--- config.mk ---
export PLATFORM = sky130hd
export DESIGN_NAME = ifetch_flat
export DESIGN_NICKNAME = d
export VERILOG_FILES = /design/src/rtl/ifetch_pkg.sv /design/src/rtl/ifetch_if.sv /design/src/rtl/ifetch_fifo.sv /design/src/rtl/ifetch.sv /design/src/flat_wrapper.sv
export SDC_FILE = /design/constraint.sdc
export NUM_CORES = 1
export LEC_CHECK = 0
export CORE_MARGIN = 2
export CORE_UTILIZATION = 54
export DETAILED_ROUTE_END_ITERATION = 8
export PLACE_DENSITY_LB_ADDON = 0.12
export SLEW_MARGIN = 20
export SYNTH_ARGS = -nofsm -noshare
export SYNTH_HDL_FRONTEND = slang
export SYNTH_SLANG_ARGS = --single-unit
--- constraint.sdc ---
create_clock -name clk -period 4.5 [get_ports clk]
set_clock_uncertainty 0.05 [all_clocks]
set_input_delay 0.45 -clock clk [delete_from_list [all_inputs] [get_ports clk]]
set_output_delay 0.45 -clock clk [all_outputs]
set_load 0.02 [all_outputs]
--- src/rtl/ifetch_pkg.sv ---
// Shared widths, the fetch-entry record and the PC-to-index mapping for the
// instruction fetch stage.
package ifetch_pkg;
  localparam int INSTR_W = 16;
  localparam int ADDR_W  = 32;
  localparam int PC_STEP = 2;

  typedef struct packed {
    logic [INSTR_W-1:0] instr;
    logic [ADDR_W-1:0]  pc;
  } fetch_entry_t;

  // icache is halfword-addressed; the byte PC's bit 0 is dropped
  function automatic logic [ADDR_W-1:0] pc_to_index(input logic [ADDR_W-1:0] pc);
    return pc >> 1;
  endfunction
endpackage

--- src/rtl/ifetch_if.sv ---
// Bundle of the icache request/response, branch redirect and decode
// handshake signals seen by the fetch stage.
interface ifetch_if;
  import ifetch_pkg::*;

  logic               icache_not_enable;
  logic [ADDR_W-1:0]  icache_index;
  logic [INSTR_W-1:0] icache_data;
  logic               branch_valid;
  logic [ADDR_W-1:0]  branch_target;
  logic               out_valid;
  logic               out_ready;
  logic [INSTR_W-1:0] out_instr;
  logic [ADDR_W-1:0]  out_pc;

  modport master (
    output icache_not_enable, icache_index, out_valid, out_instr, out_pc,
    input  icache_data, branch_valid, branch_target, out_ready
  );

  modport slave (
    input  icache_not_enable, icache_index, out_valid, out_instr, out_pc,
    output icache_data, branch_valid, branch_target, out_ready
  );
endinterface

--- src/rtl/ifetch_fifo.sv ---
// Small synchronous FIFO of fetch entries with flush and a registered head
// so the decode-facing outputs come straight from flops.
module ifetch_fifo
  import ifetch_pkg::*;
#(
  parameter  int DEPTH = 2,
  localparam int PTR_W = $clog2(DEPTH),
  localparam int CNT_W = $clog2(DEPTH) + 1
) (
  input  logic             clk,
  input  logic             rst,
  input  logic             flush,
  input  logic             push,
  input  fetch_entry_t     push_entry,
  input  logic             pop,
  output logic [CNT_W-1:0] count,
  output fetch_entry_t     head
);
  fetch_entry_t     mem [DEPTH];
  logic [PTR_W-1:0] wr_ptr, rd_ptr, rd_nxt;
  logic [CNT_W-1:0] cnt;
  fetch_entry_t     head_q;
  logic             do_push, do_pop;

  assign do_push = push && !flush;
  assign do_pop  = pop && (cnt != '0) && !flush;
  assign rd_nxt  = rd_ptr + PTR_W'(1);

  always_ff @(posedge clk) begin
    if (rst || flush) begin
      cnt    <= '0;
      wr_ptr <= '0;
      rd_ptr <= '0;
    end else begin
      if (do_push) wr_ptr <= wr_ptr + PTR_W'(1);
      if (do_pop)  rd_ptr <= rd_nxt;
      cnt <= cnt + CNT_W'(do_push) - CNT_W'(do_pop);
    end
  end

  always_ff @(posedge clk) begin
    if (do_push) mem[wr_ptr] <= push_entry;
  end

  // Head tracks the oldest entry: a push lands here directly when the FIFO is
  // (or is about to become) empty, otherwise a pop advances to the next slot.
  always_ff @(posedge clk) begin
    if (rst) begin
      head_q <= '0;
    end else if (do_push && ((cnt == '0) || (do_pop && cnt == CNT_W'(1)))) begin
      head_q <= push_entry;
    end else if (do_pop && cnt > CNT_W'(1)) begin
      head_q <= mem[rd_nxt];
    end
  end

  assign count = cnt;
  assign head  = head_q;
endmodule

--- src/rtl/ifetch.sv ---
// Thumb instruction fetch: owns the PC, issues icache reads, absorbs the
// one-cycle read latency and hands {instr, pc} to decode via valid/ready.
module ifetch
  import ifetch_pkg::*;
#(
  parameter logic [ADDR_W-1:0] RESET_PC   = 32'h0000_0000,
  parameter int                FIFO_DEPTH = 2
) (
  input  logic clk,
  input  logic rst,
  ifetch_if.master bus
);
  localparam int CNT_W = $clog2(FIFO_DEPTH) + 1;
  localparam int SUM_W = CNT_W + 1;

  logic [ADDR_W-1:0] fetch_pc, target_pc, req_pc_p1;
  logic              vld_p1, issue, push, pop;
  logic [CNT_W-1:0]  count;
  logic [SUM_W-1:0]  demand, room;
  fetch_entry_t      push_entry, head;

  // stage p0: request issue
  assign target_pc = bus.branch_target & ~ADDR_W'(1);
  assign pop       = (count != '0) && bus.out_ready;
  // occupancy + inflight - pop < DEPTH, kept non-negative by moving pop across
  assign demand    = SUM_W'(count) + SUM_W'(vld_p1);
  assign room      = SUM_W'(FIFO_DEPTH) + SUM_W'(pop);
  assign issue     = !rst && (bus.branch_valid || (demand < room));

  assign bus.icache_not_enable = !issue;
  assign bus.icache_index      = pc_to_index(bus.branch_valid ? target_pc : fetch_pc);

  always_ff @(posedge clk) begin
    if (rst) begin
      fetch_pc <= RESET_PC & ~ADDR_W'(1);
      vld_p1   <= 1'b0;
    end else begin
      vld_p1 <= issue;
      if (bus.branch_valid) begin
        fetch_pc <= target_pc + ADDR_W'(PC_STEP);
      end else if (issue) begin
        fetch_pc <= fetch_pc + ADDR_W'(PC_STEP);
      end
    end
  end

  always_ff @(posedge clk) begin
    if (issue) req_pc_p1 <= bus.branch_valid ? target_pc : fetch_pc;
  end

  // stage p1: icache response captured into the output FIFO
  assign push             = vld_p1 && !bus.branch_valid && !rst;
  assign push_entry.instr = bus.icache_data;
  assign push_entry.pc    = req_pc_p1;

  ifetch_fifo #(.DEPTH(FIFO_DEPTH)) u_fifo (
    .clk        (clk),
    .rst        (rst),
    .flush      (bus.branch_valid),
    .push       (push),
    .push_entry (push_entry),
    .pop        (pop),
    .count      (count),
    .head       (head)
  );

  // stage p2: registered FIFO head presented to decode
  assign bus.out_valid = (count != '0);
  assign bus.out_instr = head.instr;
  assign bus.out_pc    = head.pc;
endmodule

--- src/flat_wrapper.sv ---
// flat-port wrapper written by rule: the top's interface ports become plain ports
module ifetch_flat import ifetch_pkg::*;
#(
  parameter logic [ADDR_W-1:0] RESET_PC   = 32'h0000_0000,
  parameter int                FIFO_DEPTH = 2
)
  (clk, rst, bus_icache_not_enable, bus_icache_index, bus_out_valid, bus_out_instr, bus_out_pc, bus_icache_data, bus_branch_valid, bus_branch_target, bus_out_ready);
  ifetch_if bus_i ();
  input  logic clk;
  input  logic rst;
  output wire logic [$bits(bus_i.icache_not_enable)-1:0] bus_icache_not_enable;
  output wire logic [$bits(bus_i.icache_index)-1:0] bus_icache_index;
  output wire logic [$bits(bus_i.out_valid)-1:0] bus_out_valid;
  output wire logic [$bits(bus_i.out_instr)-1:0] bus_out_instr;
  output wire logic [$bits(bus_i.out_pc)-1:0] bus_out_pc;
  input wire logic [$bits(bus_i.icache_data)-1:0] bus_icache_data;
  input wire logic [$bits(bus_i.branch_valid)-1:0] bus_branch_valid;
  input wire logic [$bits(bus_i.branch_target)-1:0] bus_branch_target;
  input wire logic [$bits(bus_i.out_ready)-1:0] bus_out_ready;
  assign bus_icache_not_enable = bus_i.icache_not_enable;
  assign bus_icache_index = bus_i.icache_index;
  assign bus_out_valid = bus_i.out_valid;
  assign bus_out_instr = bus_i.out_instr;
  assign bus_out_pc = bus_i.out_pc;
  assign bus_i.icache_data = bus_icache_data;
  assign bus_i.branch_valid = bus_branch_valid;
  assign bus_i.branch_target = bus_branch_target;
  assign bus_i.out_ready = bus_out_ready;
  ifetch #(.RESET_PC(RESET_PC), .FIFO_DEPTH(FIFO_DEPTH)) u_core (.clk(clk), .rst(rst), .bus(bus_i));
endmodule
; Word-level counts from Yosys, hierarchy flattened
; Memories as Yosys holds them, arrays and structs flattened.
; Index checks and enable logic that the tools add are counted.
; Widths: inputs -> output; s select.
[op_classes]
addsub = 8
n_lt_le_gt_ge = 2
n_eq_ne = 1
muxes = 7
reduce_logical = 20
[op_table]
columns = operator, count
row1 = $mux 32, 3
row2 = $mux 48, 2
row3 = $add 32x2->32 const B, 2
row4 = $logic_and 1x1->1, 10
row5 = $reduce_bool 2->1, 3
row6 = $add 2x1->3, 1
row7 = $add 2x1->3 const A, 1
row8 = $logic_not 1->1, 3
row9 = $logic_or 1x1->1, 3
row10 = $lt 3x3->1, 1
row11 = $add 1x1->1 const B, 2
row12 = $add 2x1->2, 1
row13 = $eq 2x1->1 const B, 1
row14 = $gt 2x1->1 const B, 1
row15 = $logic_not 2->1, 1
row16 = $mux 1, 2
row17 = $sub 2x1->2, 1
[totals]
reg_bits = 117
ramBits = 96
input_bits = 52
mem_count = 1
[mem_list]
columns = memory, words, word_bits, read_ports, rd_clocked_by_memory_dff, write_ports, line_no
row1 = u_core.u_fifo.mem, 2, 48, 1, 0, 1, ifetch_fifo.sv:19  ; fetch_entry_t mem [DEPTH];

; Longest topological paths before layout
[depth]
depth_word = 8
depth_mapped = 13

; By module
; From an unflattened synthesis, not the netlist that was laid out.
[unflattened]
cells_unflattened = 772
area_unflattened_um2 = 9736.8
[modules_own_cells]
columns = mod, n_inst, cells_per_inst, area_each_um2, seq_area_each_um2
row1 = ifetch_fifo, 1, 413, 6120.9, 3923.8
row2 = ifetch, 1, 359, 3616.0, 1571.5

; Worst setup path before layout
; Ideal clock, no wire load.
[synth_path]
path_kind = in2reg
startpoint = input bus_branch_valid
endpoint = memory u_core.u_fifo.mem[0][10] in the netlist's numbering, enable pin
setup_time_ns = 0.452
t_arrival_ns = 3.029
required_ns = 3.998
slack_ns = 0.970
path_stages = 3
path_cell_list = buf_6 or3b_2 nor2_1
[synth_via]
elab_chain_len = 6
[synth_lines]
columns = item, line_no
row1 = start: declaration, flat_wrapper.sv:17  ; input wire logic [$bits(bus_i.branch_valid)-1:0] bus_branch_valid;
row2 = $logic_not 1->1 (*), "ifetch_fifo.sv:25, ifetch.sv:52"
row3 = $logic_and 1x1->1 (2 in a row), ifetch.sv:52  ; assign push = vld_p1 && !bus.branch_valid && !rst;
row4 = $logic_and 1x1->1 (*), ifetch_fifo.sv:25  ; assign do_push = push && !flush;
row5 = $mux 1 (*), ifetch_fifo.sv:42  ; if (do_push) mem[wr_ptr] <= push_entry;
row6 = $mux 1 (not written as such) (*), ifetch_fifo.sv:42
row7 = end: declaration, ifetch_fifo.sv:19
; Every way passes the cells marked *; elsewhere a longest branch is shown, timed or not.

; Final worst setup path
[layout_path]
startpoint = input bus_branch_valid
endpoint = output bus_icache_index[25]
[layout_via]
elab_chain_len = 1
[layout_lines]
columns = item, line_no
row1 = $mux 32, ifetch.sv:31  ; assign bus.icache_index = pc_to_index(bus.branch_valid ? target_pc : fetch_pc);
row2 = end: declaration, flat_wrapper.sv:12  ; output wire logic [$bits(bus_i.icache_index)-1:0] bus_icache_index;
; Every way passes these cells.

==> results by group <==
Routing
  • Drt wl/cell: 19.3 um
  • DRC violations left: 0
  • Via count: 6707
  • DRT antenna net count: 0
  • 1st-iter DRT viols: 441
  • Vias per cell: 5.95
  • Drt pass-1 iters: 5
  • Routed Wire Length: 21.7 mm

Finish
  • FILL cells: 1203
  • Most frequent cells in the layout: clkdlybuf4s50_1, edfxtp_1, nor2_1, dfxtp_1, mux2i_1
  • Synthesis-to-layout area growth: 24.1%
  • Commonest non-fill, non-tap cell in the layout: clkdlybuf4s50_1
  • Nets: 948
  • Share of layout cells above drive strength 1: 8.38%
  • Antenna Cells: 0

Synthesis
  • YS warnings: 0
  • Seq/Total Area, Yosys: 60.5%
  • Post-synth top flop: edfxtp_1
  • Number of synthesized flops with an enable pin: 125
  • Unique masters post-synth: 63
  • Syn Std Cell Area: 8950 um2
  • Synthesis-stage register bit count: 208
  • Synth async-reset ratio: 0%
  • Mean Syn Cell Area: 11.6 um2
  • Post-Syn Instances: 769

GRT
  • Initial antenna violation count: 0
  • GRT Total Usage: 24.2%
  • Vias in the first global route: 6642
  • First-pass GRT wire length: 34.5 mm
  • Overflow after GRT: 0
  • Pin count of the biggest net entering global routing: 68

CTS
  • Setup Fix Bufs, Post-CTS: 0
  • CTS tree: done
  • H-tree depth: 1
  • Worst-case clock buffer depth: 3
  • CTS Hold Buffers Added: 0
  • PostCTS Resize Cnt: 0
  • Root Buffer: clkbuf_16
  • Sink Count: 208
  • CTS buffer count: 22
  • Clk_lat worst skew: 490 ps
  • Worst-path clk slew: 60 ps

Power and ir drop
  • P per Cell Area: 382 nW/um2
  • Leak: 3.80 nW
  • Register share of total power: 50.9%
  • Total power: 4.24 mW
  • Worst vdd ir: 245 uV
  • NetSw: 984 uW
  • Combinational group share of total power: 10.0%
  • Int Pwr: 3.26 mW
  • Switching Share: 23.2%
  • Clock share of power: 39.1%

Floorplan
  • Core ar.: 16400 um2
  • Die width: 133 um
  • Die height: 133 um
  • # IOs: 134
  • Die area: 17600 um2
  • Row cnt: 47
  • Starting Density: 54.6%

STA
  • Max-slew headroom: 38.1%
  • Min Tclk post-route: 3250 ps
  • Least-Margin Pin Slew: 929 ps
  • Hold violation count in the final report: 0
  • Final TNS setup: 0 ps
  • Fmax: 307 MHz
  • Final Max Slew Viols: 0
  • # setup viols final: 0
  • Tcrit/Tclk final: 72.3%
  • RSZ-0062 raised after global routing: false
  • Worst setup margin: 1250 ps

Critical path
  • Setup CP Type: in2out
  • CP max stage delay: 660 ps
  • Highest-delay cell along the critical path: clkdlybuf4s50_1
  • CP endpoint kind: output port
  • Crit-path cells: buf_2, buf_4, nand2_1, a21boi_0, inv_1, clkdlybuf4s50_1
  • Data required, critical path: 4000 ps
  • CP Launch Type: input pin
  • CP arrival: 2750 ps
  • Critical path peak fanout: 54

Job
  • Max Cap Viol: 0

Placed design
  • GPL Wtd Cong: 0.906
  • Dpl hpwl: 14.1 mm
  • Pre-CTS setup slack: 981 ps
  • Port bufs: 130

Worst hold path
  • Hold WC Path Type: reg2reg

Run status
  • Status: complete, no violations
==> layer usage <==
| metal | up-vias | global-route usage (%) | part of all wire (%) |
|---|---|---|---|
| met2 | 283 | 40.2 | 48 |
| met4 | 0 | 6.45 | 1.7 |
| met5 | - | 0 | 0 |
| met3 | 34 | 4.14 | 6.7 |
| met1 | 3271 | 33.2 | 44 |
| li1 | 3119 | - | - |
==> cell families (layout without fill, tap and decap cells) <==
kind of cell	count (synthesis)	after routing	synth area share [%]
other	1	2	0.0419
flip-flops	208	208	60.5
AO/OA/AOI/OAI	141	141	11.6
buffers and inverters	68	205	3.16
multiplexers	73	73	8.40
XOR/XNOR	24	24	2.35
adder cells (fa/ha/maj)	5	5	0.699
AND/OR/NAND/NOR	249	249	13.3
==> registers in the layout, summed over array words and instances, names as in the netlist <==
name / cells
u_core.u_fifo.rd_ptr: 1
u_core.fetch_pc: 31
u_core.vld_p1: 1
u_core.u_fifo.head: 47
u_core.u_fifo.mem: 94
u_core.u_fifo.wr_ptr: 1
u_core.u_fifo.count: 2
u_core.req_pc_p1: 31
==> through the flow <==
step / area (um2) / std cells / utilization [%] / hold WS, ps
3_3_place_gp: 10500 / 1087 / 63.7 / 403
3_5_place_dp: 10500 / 1087 / 63.7 / 415
6_report: 11100 / 1127 / 67.7 / 435
5_1_grt: 11100 / 1127 / 67.7 / 449
4_1_cts: 11100 / 1127 / 67.7 / 434
2_1_floorplan: 8960 / 770 / - / 394
==> path summary, 6_finish.rpt <==
kind                               to  slack, ps              startpoint  depth (start not counted)
max              bus_icache_index[25]       1250        bus_branch_valid                          6
min          u_core.u_fifo.mem[0][27]        430    u_core.req_pc_p1[27]                          0
max reg2reg      u_core.req_pc_p1[21]       1760  u_core.u_fifo.count[0]                          7
min reg2reg  u_core.u_fifo.mem[0][27]        430    u_core.req_pc_p1[27]                          0
==> worst max-delay path: cells and delay by family <==
| kind | cells | cell delay (ps) |
|---|---|---|
| AOI/OAI and AO/OA | 1 | 190 |
| buffers and inverters | 4 | 1920 |
| and+or+nand+nor | 1 | 160 |
==> Yosys cell counts (3+ instances only) <==
library cell  number  share of area, %
dfxtp_1           83                19
xnor2_1           11               1.1
or4_1              3              0.25
a21oi_1           28               1.6
mux2i_1           56               6.3
nand3_1           20               1.1
nand4b_1           4              0.39
mux2_2            17               2.1
o22ai_1            5              0.35
a21o_1             6              0.50
xor2_1            13               1.3
nor3_1            14              0.78
clkbuf_1          32               1.3
nor4_1             7              0.49
nor2b_1            6              0.42
inv_1             18              0.75
nand4_1           12              0.84
a2111oi_0          3              0.29
nand3b_1          10              0.84
nand2b_1           4              0.28
buf_1              9              0.38
edfxtp_1         125                42
or3_1              7              0.49
a22oi_1            3              0.25
o21ai_0           11              0.61
a211oi_1          31               2.6
and3_1             3              0.21
ha_1               5              0.70
nand2_1           36               1.5
o311ai_0           6              0.59
nor2_1           116               4.9
a221oi_1          27               2.6
buf_2              4              0.22
==> layout make-up <==
type	instances	area (um2)	area share, %
inverter	19	71.3	0.642
clock buffer	37	638	5.75
sequential	208	5420	48.8
tap	220	275	2.48
clock inverter	3	15.0	0.135
multi-input combinational	494	3280	29.5
timing repair buffer	146	1410	12.7
==> power groups by stage <==
stage               combinational (mW)  sequential [mW]  clock (mW)
global route                     0.457             2.17        1.75
finish                           0.425             2.16        1.66
global placement                 0.413             2.19           0
CTS                              0.426             2.16        1.68
floorplan                        0.218             2.20           0
detailed placement               0.423             2.20           0
Note: power is estimated with default switching activity, not from simulation.
